<file path="src/rtl/dot_acc_pkg.sv">
// dot_acc_pkg: FSM state encoding and saturation-limit helpers shared by the dot_acc block
package dot_acc_pkg;

    typedef enum logic [1:0] {IDLE, ACC, HOLD} state_e;

    localparam int MAX_W = 128;

    function automatic logic [MAX_W-1:0] sat_hi(input int w, input logic s);
        return s ? (MAX_W'(1) << (w - 1)) - MAX_W'(1) : (MAX_W'(1) << w) - MAX_W'(1);
    endfunction

    function automatic logic [MAX_W-1:0] sat_lo(input int w, input logic s);
        return s ? MAX_W'(1) << (w - 1) : '0;
    endfunction

endpackage

</file>
<file path="src/rtl/dot_acc_if.sv">
// dot_acc_if: operand beat stream in, dot-product result stream out
interface dot_acc_if #(
    parameter int A_width   = 16,
    parameter int B_width   = 16,
    parameter int CNT_width = 8
);
    logic                       tc;
    logic                       in_valid;
    logic                       in_ready;
    logic [A_width-1:0]         in_a;
    logic [B_width-1:0]         in_b;
    logic                       in_last;
    logic                       out_valid;
    logic                       out_ready;
    logic [A_width+B_width-1:0] out_acc;
    logic [CNT_width-1:0]       out_cnt;
    logic                       out_ovf;

    modport master (
        output tc, in_valid, in_a, in_b, in_last, out_ready,
        input  in_ready, out_valid, out_acc, out_cnt, out_ovf
    );

    modport slave (
        input  tc, in_valid, in_a, in_b, in_last, out_ready,
        output in_ready, out_valid, out_acc, out_cnt, out_ovf
    );
endinterface

</file>
<file path="src/rtl/dot_acc_dp.sv">
// dot_acc_dp: combinational a*b+c with tc-selected extension and one-bit-wider overflow check
module dot_acc_dp #(
    parameter int A_width = 16,
    parameter int B_width = 16
) (
    input  logic [A_width-1:0]         a_i,
    input  logic [B_width-1:0]         b_i,
    input  logic [A_width+B_width-1:0] c_i,
    input  logic                       tc_i,
    output logic [A_width+B_width-1:0] sum_o,
    output logic                       ovf_o
);
    localparam int W = A_width + B_width;

    logic [W-1:0] ea, eb, prod;
    logic [W:0]   s;

    assign ea    = {{B_width{tc_i & a_i[A_width-1]}}, a_i};
    assign eb    = {{A_width{tc_i & b_i[B_width-1]}}, b_i};
    assign prod  = ea * eb;
    assign s     = {tc_i & prod[W-1], prod} + {tc_i & c_i[W-1], c_i};
    assign sum_o = s[W-1:0];
    assign ovf_o = tc_i ? s[W] ^ s[W-1] : s[W];
endmodule

</file>
<file path="src/rtl/dot_acc.sv">
// dot_acc: streaming dot-product accumulator; define DOT_ACC_SAT_EN to clamp on overflow instead of wrapping
module dot_acc
    import dot_acc_pkg::*;
#(
    parameter int A_width   = 16,
    parameter int B_width   = 16,
    parameter int CNT_width = 8
) (
    input  logic     clk,
    input  logic     rst_n,
    dot_acc_if.slave bus
);
    localparam int W = A_width + B_width;

    state_e               state_q, state_d;
    logic [W-1:0]         acc_q, acc_d, dp_c, dp_sum, acc_new;
    logic [CNT_width-1:0] cnt_q, cnt_d;
    logic                 ovf_q, ovf_d, tc_q, tc_d, tc_e, dp_ovf, accept, first;

    assign first  = state_q == IDLE;
    assign accept = bus.in_valid && bus.in_ready;
    assign tc_e   = first ? bus.tc : tc_q;
    assign dp_c   = first ? '0 : acc_q;

    dot_acc_dp #(.A_width(A_width), .B_width(B_width)) u_dp (
        .a_i   (bus.in_a),
        .b_i   (bus.in_b),
        .c_i   (dp_c),
        .tc_i  (tc_e),
        .sum_o (dp_sum),
        .ovf_o (dp_ovf)
    );

`ifdef DOT_ACC_SAT_EN
    // signed overflow can only go the way of the running sum's sign, unsigned only upward
    assign acc_new = !dp_ovf ? dp_sum :
                     (tc_e && dp_c[W-1]) ? W'(sat_lo(W, tc_e)) : W'(sat_hi(W, tc_e));
`else
    assign acc_new = dp_sum;
`endif

    assign bus.in_ready  = state_q != HOLD;
    assign bus.out_valid = state_q == HOLD;
    assign bus.out_acc   = acc_q;
    assign bus.out_cnt   = cnt_q;
    assign bus.out_ovf   = ovf_q;

    // state and vector registers; reset discards any partial vector
    always_ff @(posedge clk or negedge rst_n) begin
        if (!rst_n) begin
            state_q <= IDLE;
            acc_q   <= '0;
            cnt_q   <= '0;
            ovf_q   <= 1'b0;
            tc_q    <= 1'b0;
        end else begin
            state_q <= state_d;
            acc_q   <= acc_d;
            cnt_q   <= cnt_d;
            ovf_q   <= ovf_d;
            tc_q    <= tc_d;
        end
    end

    // a first beat restarts the vector; later beats accumulate; HOLD waits for the consumer
    always_comb begin
        state_d = state_q;
        acc_d   = acc_q;
        cnt_d   = cnt_q;
        ovf_d   = ovf_q;
        tc_d    = tc_q;
        if (accept) begin
            acc_d   = acc_new;
            cnt_d   = first ? CNT_width'(1) : (&cnt_q ? cnt_q : cnt_q + CNT_width'(1));
            ovf_d   = dp_ovf | (ovf_q & ~first);
            tc_d    = tc_e;
            state_d = bus.in_last ? HOLD : ACC;
        end else if (state_q == HOLD && bus.out_ready) begin
            state_d = IDLE;
        end
    end
endmodule
</file>
<file path="src/flat_wrapper.sv">
// flat-port wrapper written by rule: the top's interface ports become plain ports
module dot_acc_flat import dot_acc_pkg::*;
#(
    parameter int A_width   = 16,
    parameter int B_width   = 16,
    parameter int CNT_width = 8
)
  (clk, rst_n, bus_tc, bus_in_valid, bus_in_a, bus_in_b, bus_in_last, bus_out_ready, bus_in_ready, bus_out_valid, bus_out_acc, bus_out_cnt, bus_out_ovf);
  dot_acc_if #(.A_width(A_width), .B_width(B_width), .CNT_width(CNT_width)) bus_i ();
  input  logic clk;
  input  logic rst_n;
  input wire logic [$bits(bus_i.tc)-1:0] bus_tc;
  input wire logic [$bits(bus_i.in_valid)-1:0] bus_in_valid;
  input wire logic [$bits(bus_i.in_a)-1:0] bus_in_a;
  input wire logic [$bits(bus_i.in_b)-1:0] bus_in_b;
  input wire logic [$bits(bus_i.in_last)-1:0] bus_in_last;
  input wire logic [$bits(bus_i.out_ready)-1:0] bus_out_ready;
  output wire logic [$bits(bus_i.in_ready)-1:0] bus_in_ready;
  output wire logic [$bits(bus_i.out_valid)-1:0] bus_out_valid;
  output wire logic [$bits(bus_i.out_acc)-1:0] bus_out_acc;
  output wire logic [$bits(bus_i.out_cnt)-1:0] bus_out_cnt;
  output wire logic [$bits(bus_i.out_ovf)-1:0] bus_out_ovf;
  assign bus_i.tc = bus_tc;
  assign bus_i.in_valid = bus_in_valid;
  assign bus_i.in_a = bus_in_a;
  assign bus_i.in_b = bus_in_b;
  assign bus_i.in_last = bus_in_last;
  assign bus_i.out_ready = bus_out_ready;
  assign bus_in_ready = bus_i.in_ready;
  assign bus_out_valid = bus_i.out_valid;
  assign bus_out_acc = bus_i.out_acc;
  assign bus_out_cnt = bus_i.out_cnt;
  assign bus_out_ovf = bus_i.out_ovf;
  dot_acc #(.A_width(A_width), .B_width(B_width), .CNT_width(CNT_width)) u_core (.clk(clk), .rst_n(rst_n), .bus(bus_i));
endmodule
</file>
<file path="config.mk">
export PLATFORM = sky130hd
export DESIGN_NAME = dot_acc_flat
export DESIGN_NICKNAME = d
export VERILOG_FILES = /design/src/rtl/dot_acc_pkg.sv /design/src/rtl/dot_acc_if.sv /design/src/rtl/dot_acc_dp.sv /design/src/rtl/dot_acc.sv /design/src/flat_wrapper.sv
export SDC_FILE = /design/constraint.sdc
export NUM_CORES = 1
export LEC_CHECK = 0
export CAP_MARGIN = 10
export CORE_ASPECT_RATIO = 1.4
export CORE_MARGIN = 5
export CORE_UTILIZATION = 41
export CTS_BUF_LIST = sky130_fd_sc_hd__clkbuf_8
export DETAILED_ROUTE_END_ITERATION = 10
export DONT_BUFFER_PORTS = 1
export SLEW_MARGIN = 20
export SYNTH_ARGS = -nofsm -noshare
export SYNTH_HDL_FRONTEND = slang
export SYNTH_SLANG_ARGS = --single-unit
</file>
<file path="constraint.sdc">
create_clock -name clk -period 22.4 [get_ports clk]
set_clock_uncertainty 0.1 [all_clocks]
set_input_delay 3.36 -clock clk [delete_from_list [all_inputs] [get_ports clk]]
set_output_delay 3.36 -clock clk [all_outputs]
set_load 0.1 [all_outputs]
</file>
Word-level counts from Yosys, hierarchy flattened
Cells that the tools add are included.

word-level totals
  flip-flop bits (word level) = 44
  input bits = 38
  output and inout port bits = 43
  word-level logic and storage cells = 33

operators by class
  $add $sub $neg = 2
  multipliers = 1
  eq/ne operators = 3
  multiplexer cells = 8
  bitwise logic cells = 8
  reductions and logical operators = 6

operators by type and width
  cell                                                                     number
  33-bit adder                                                             1
  17-bit by 17-bit multiplier with 32-bit output                           1
  32-bit two-way mux                                                       1
  8-bit two-way mux                                                        2
  8-bit by 1-bit adder with 8-bit output, second input constant            1
  8-bit AND reduction                                                      1
  2-bit two-way mux                                                        3
  1-bit bitwise AND                                                        5
  2-bit == test, second input constant                                     1
  1-bit logical AND                                                        2
  2-bit zero test                                                          1
  1-bit two-way mux                                                        2
  2-bit by 1-bit inequality test with 1-bit output, second input constant  1
  2-bit inequality test, second input constant                             1
  2-bit AND reduction                                                      1
  2-bit nonzero test                                                       1
  1-bit inverter                                                           1
  1-bit bitwise OR                                                         1
  1-bit XOR                                                                1

Longest topological paths before layout
  depth in word-level cells = 9
  gate-level depth with buffers = 39
  depth with buffers taken out = 35

Cells and area by module
From an unflattened synthesis, not the netlist that was laid out.

unflattened totals
  cell total of the unflattened synthesis = 1,537
  area, all modules = 14,079.8 um^2

by module, submodules not included
  module      instances  cells each  area an instance (um^2)  seq. area each (um^2)
  dot_acc_dp  1          1,361       11,985.2                 0.0
  dot_acc     1          176         2,094.5                  1,101.1

Least setup slack after synthesis
OpenSTA, ideal clock, no wires.

  path kind = input -> register
  from = input bus_tc
  to = register u_core.ovf_q (netlist: u_core.bus.out_ovf)
  library setup time = 0.124 ns
  data arrival time = 11.161 ns
  required time = 22.176 ns
  slack = 11.015 ns
  stages = 35
  buffers on the path = 2
  cell sequence = mux2_2 > clkbuf_1 > and2_1 > clkbuf_1 > nand2_1 > inv_1 > fa_1 > fa_1 > inv_1 > fa_1 > fa_1 > fa_1 > fa_1 > inv_1 > ha_1 > a21oi_1 > o21ai_0 > a21oi_1 > o21ai_0 > a41o_1 > o31a_1 > a221o_1 > a21oi_2 > xnor2_1 > ha_1 > a21oi_1 > nand2_1 > a221o_1 > o21ai_2 > nand3_1 > o311ai_2 > xnor2_1 > mux2_1 > mux2i_1 > o21ai_1

between the ends
  word-level cells in the longest chain between the ends = 8
  elaborated cells on any way between the ends = 10
  classes of those cells = add/sub (1); mul (1); mux (2); bitwise (6)

ends and longest elaborated chain
  item                                            RTL line                            source
  start: declaration                              flat_wrapper.sv:12                  input wire logic [$bits(bus_i.tc)-1:0] bus_tc;
  1-bit two-way mux *                             dot_acc.sv:22                       assign tc_e = first ? bus.tc : tc_q;
  1-bit bitwise AND (on tied branches)            dot_acc_dp.sv:18, dot_acc_dp.sv:19
  17-bit by 17-bit multiplier with 32-bit output  dot_acc_dp.sv:20                    assign prod = ea * eb;
  1-bit bitwise AND                               dot_acc_dp.sv:21                    assign s = {tc_i & prod[W-1], prod} + {tc_i & c_i[W-1], c_i};
  33-bit adder                                    dot_acc_dp.sv:21
  1-bit XOR                                       dot_acc_dp.sv:23                    assign ovf_o = tc_i ? s[W] ^ s[W-1] : s[W];
  1-bit two-way mux *                             dot_acc_dp.sv:23
  1-bit bitwise OR *                              dot_acc.sv:75                       ovf_d = dp_ovf | (ovf_q & ~first);
  end signal: assignment                          dot_acc.sv:60                       ovf_q <= ovf_d;
  end: declaration                                dot_acc.sv:18                       logic ovf_q, ovf_d, tc_q, tc_d, tc_e, dp_ovf, accept, first;

Every way passes the cells marked *; elsewhere a longest branch is shown, timed or not.
A chain may end at the register's enable or synchronous reset.

Worst setup path after layout
Same ends and word-level chain as after synthesis.

==> run summary <==
The setup check on the worst reg-to-reg path leaves a slack of 12.47 ns. For the post-synthesis cell area, the log shows 13830 um^2. Counting flops and latches in the post-synthesis netlist gives 44.

The area fraction in compound gates after synthesis was 8.932%; the cell area after placement was 14180 um^2. The first global-routing pass estimated 57100 um of wire. The detailed router placed 9889 vias in this run.

The die covers 37550 um^2. The flow ran to the end, and the final reports show no timing, DRC or antenna violations. Among all cell types in the netlist, the one instantiated most often is sky130_fd_sc_hd__inv_1. Measured against its own limit, the worst slew margin works out to 31.76%.

The adder and majority gate portion of the synthesized area came out at 51.38%. The most common flop cell mapped by yosys was sky130_fd_sc_hd__dfrtp_1. Yosys attributes the largest share of cell area to sky130_fd_sc_hd__fa_1 (41%), sky130_fd_sc_hd__ha_1 (10%), sky130_fd_sc_hd__inv_1 (8.3%). Compared with the post-synthesis result, the final layout area differs by 3.366%. The worst register-to-register path ends at u_core.bus.out_ovf$_DFFE_PN0P_. The net total in the final layout was 1927; the max-slew violation count was 0. The tools report the capturing instance or port of the critical path as u_core.bus.out_ovf$_DFFE_PN0P_.

The y dimension of the die was 227.3 um. Number of cells on the critical path: 33. After synthesis, the share of flip-flops with an asynchronous set or reset is 100.0%.

The worst register-to-register path has a depth of 34. The slowest stage of the critical path belongs to the cell sky130_fd_sc_hd__fa_1. The multi-input combinational cells in the finished layout cover a total of 11380 um^2. The kind of end point of the critical path was a flip-flop. At the worst endpoint, the required time is 22.50 ns.

At the later pin of the worst-skew pair, clock insertion delay measures 0.31 ns. The cell family contributing the most delay on the critical path is adder cells. By instance count, the cell type seen most on the critical path is sky130_fd_sc_hd__fa_1.

The total congestion overflow after global routing is 0. Ranked by instance count, the synthesized netlist is headed by sky130_fd_sc_hd__inv_1 (304), sky130_fd_sc_hd__fa_1 (283), sky130_fd_sc_hd__nand2_1 (198). For the routed wire length, the log shows 33220 um. For the maximum achievable frequency, the log shows 84.49 MHz. The total non-filler cell area in the finished layout came out at 14290 um^2.

Setup violations remaining at the end of the flow were counted as 0. In the routed design, unresolved DRC markers number 0. The tools report the beginning of the critical path as bus_tc. The run gives 0 as the number of hold violations in the final report. Setup repair after global routing left no endpoint under its margin. The worst-case clock buffer depth was 2; the fraction of final layout cells with drive strength greater than 1 was 2.279%.

The floorplan has 79 rows. Clock tree synthesis inserted a total of 5 buffers. Of the available clock period, the critical path in the final layout requires 52.84%. After Yosys synthesis, and, or, nand and nor cells account for 16.77% of the synthesized area. In this run the tool buffered the top-level ports with 0 buffer cells. The utilization of the core after routing is 42.90%. In this run the worst path has a maximum fanout of 16. The worst register-to-register path begins at u_core.state_q[1]$_DFFE_PN0P_. After synthesis, the largest family of logic cells by area is adder cells. For this run, the number of Yosys warnings is 0. Routability-driven placement finished with a final weighted congestion of 0.8316. Global routing consumed, over all layers together, 19.07% of the routing resources. After filler insertion, the fill cell instance count of the layout stands at 3307.

The width of the die works out to 165.2 um. Root cell of the clock tree: sky130_fd_sc_hd__clkbuf_8. Clock tree synthesis found a total of 44 sinks.

The number of nets in the synthesized netlist was 1975. The synthesized design contains 0 enable-type register cells. TritonCTS built the clock tree. Routed signal wires occupy layers up through met5. At the pin with the least slew margin, the transition time is 1.024 ns. The clock-pin slew on the worst setup and hold paths is 0.09 ns.

The synthesized netlist devotes 4.434% of its cell area to XOR and XNOR gates. Subtracting the final worst setup slack from the clock period gives 11.84 ns. Averaged over all synthesized cells, the footprint is 8.984 um^2. The maximum number of pins on one net before global-route repair was 65; the initial core utilization was 41.51%. The start-to-end type of the worst setup path is input port to flip-flop.

For the number of hold buffers added after cts, the log shows 0. Final-layout setup total negative slack: 0 ns. The detail route stage leaves a number of antenna-violating nets equal to 0. Dividing the detail-routed via count by the number of cells gives 5.105. Number of global-route vias before repair: 11025. The sum of met2 wire segment lengths after detailed routing was 17300 um. Summed over all instances, the cell type with the most area after synthesis is sky130_fd_sc_hd__fa_1. Synthesis produced 1539 cells. During I/O placement, the number of pins put on the boundary was 81.

The tools report the number of levels the H-tree was split into as 2. Type of element launching the critical path: an input port. The DRC marker count from the first detailed-route iteration was 382; the initial antenna violation count was 1. The half-perimeter wire length after placement was 27370 um; the fraction of synthesized area in multiplexers was 0.7149%. The worst slack after detailed placement was 10.28 ns.

Registers take 1101 um^2. The path class of the lowest-slack min-delay path is flip-flop to flip-flop. Of the synthesized area, sequential elements account for 7.964%. The area share of the leading cell type in the synthesized netlist is 40.98%, and the arrival time at the worst endpoint is 11.93 ns. The first-pass iteration count of the detailed router was 5. After detailed routing, the met3 layer carries 1794 um of wire. Across the run, the number of max-cap violations was 0.

The number of cells traversed by the worst hold path was 1. The run gives 10.56 ns as the worst-case setup margin in the final layout. In the final routed layout, each cell accounts on average for 17.15 um. The number of gates resized after CTS was 0. After clock tree synthesis, the setup repair step added 0 buffers. The count of buffer and inverter cells on the critical path works out to 3. In this design, the stage delay of the slowest critical-path cell is 0.51 ns. The tools report the final antenna diode count as 0. For the core area, the log shows 33310 um^2. The synthesized netlist contains 57 unique library cells.

The tools report the wire length the detailed router placed on met1 as 13120 um.
[cell families after synthesis]
logic type,after synthesis
buf+inv,360
flops,44
mux,9
fa+ha+maj,398
simple gates,469
xor+xnor,70
compound gates,189
[state kept, by name (all words and copies together) (netlist names)]
register	count
u_core.bus.out_acc	32
u_core.tc_q	1
u_core.bus.out_cnt	8
u_core.bus.out_ovf	1
u_core.state_q	2
[worst min path at each step]
stage	startpoint	to	slack [ns]
global route	u_core.tc_q$_DFFE_PN0P_	u_core.tc_q$_DFFE_PN0P_	0.45
floorplan	u_core.tc_q$_DFFE_PN0P_	u_core.tc_q$_DFFE_PN0P_	0.37
global placement	u_core.tc_q$_DFFE_PN0P_	u_core.tc_q$_DFFE_PN0P_	0.38
detailed placement	u_core.tc_q$_DFFE_PN0P_	u_core.tc_q$_DFFE_PN0P_	0.39
finish	u_core.tc_q$_DFFE_PN0P_	u_core.tc_q$_DFFE_PN0P_	0.41
CTS	u_core.tc_q$_DFFE_PN0P_	u_core.tc_q$_DFFE_PN0P_	0.41
[area by class of cell]
type	count	share of cell area, %
multi-input combinational	1135	79.61
inverter	304	7.985
sequential	44	7.704
tap	445	3.896
clock buffer	5	0.4815
clock inverter	3	0.2714
timing repair buffer	1	0.05253
[layout by cell type, fill, tap and decap left out, drive strengths merged, types with 2 or more instances in the layout]
cell,instances
a211o,2
a211oi,7
a21boi,2
a21o,29
a21oi,53
a221o,5
a221oi,3
a31oi,2
a41o,2
and2,160
and3,13
and4,4
clkbuf,5
dfrtp,44
fa,283
ha,115
inv,305
mux2,7
mux2i,2
nand2,198
nand2b,8
nand3,12
nand4,3
nor2,44
nor2b,7
nor3,7
o211ai,4
o21a,5
o21ai,51
o21bai,9
o311ai,2
o31a,2
o31ai,3
or2,9
xnor2,49
xor2,21
[metal layers]
layer	track usage (%)	up-vias
met3	3.007	67
met5	0	-
met2	34.16	218
met1	23.55	4998
met4	5.826	2
li1	-	4604
[metrics by stage]
| stage | hold slack (ns) | std cells |
|---|---|---|
| final | 0.4072 | 1937 |
| after global routing | 0.4524 | 1937 |
| after CTS | 0.4119 | 1937 |
| after detailed placement | 0.3920 | 1929 |
| after global placement | 0.3843 | 1929 |
| after floorplan | 0.3749 | 1539 |
Power is not shown: default switching activity piles up to over one toggle a cycle in this logic, so the estimate is an artifact.
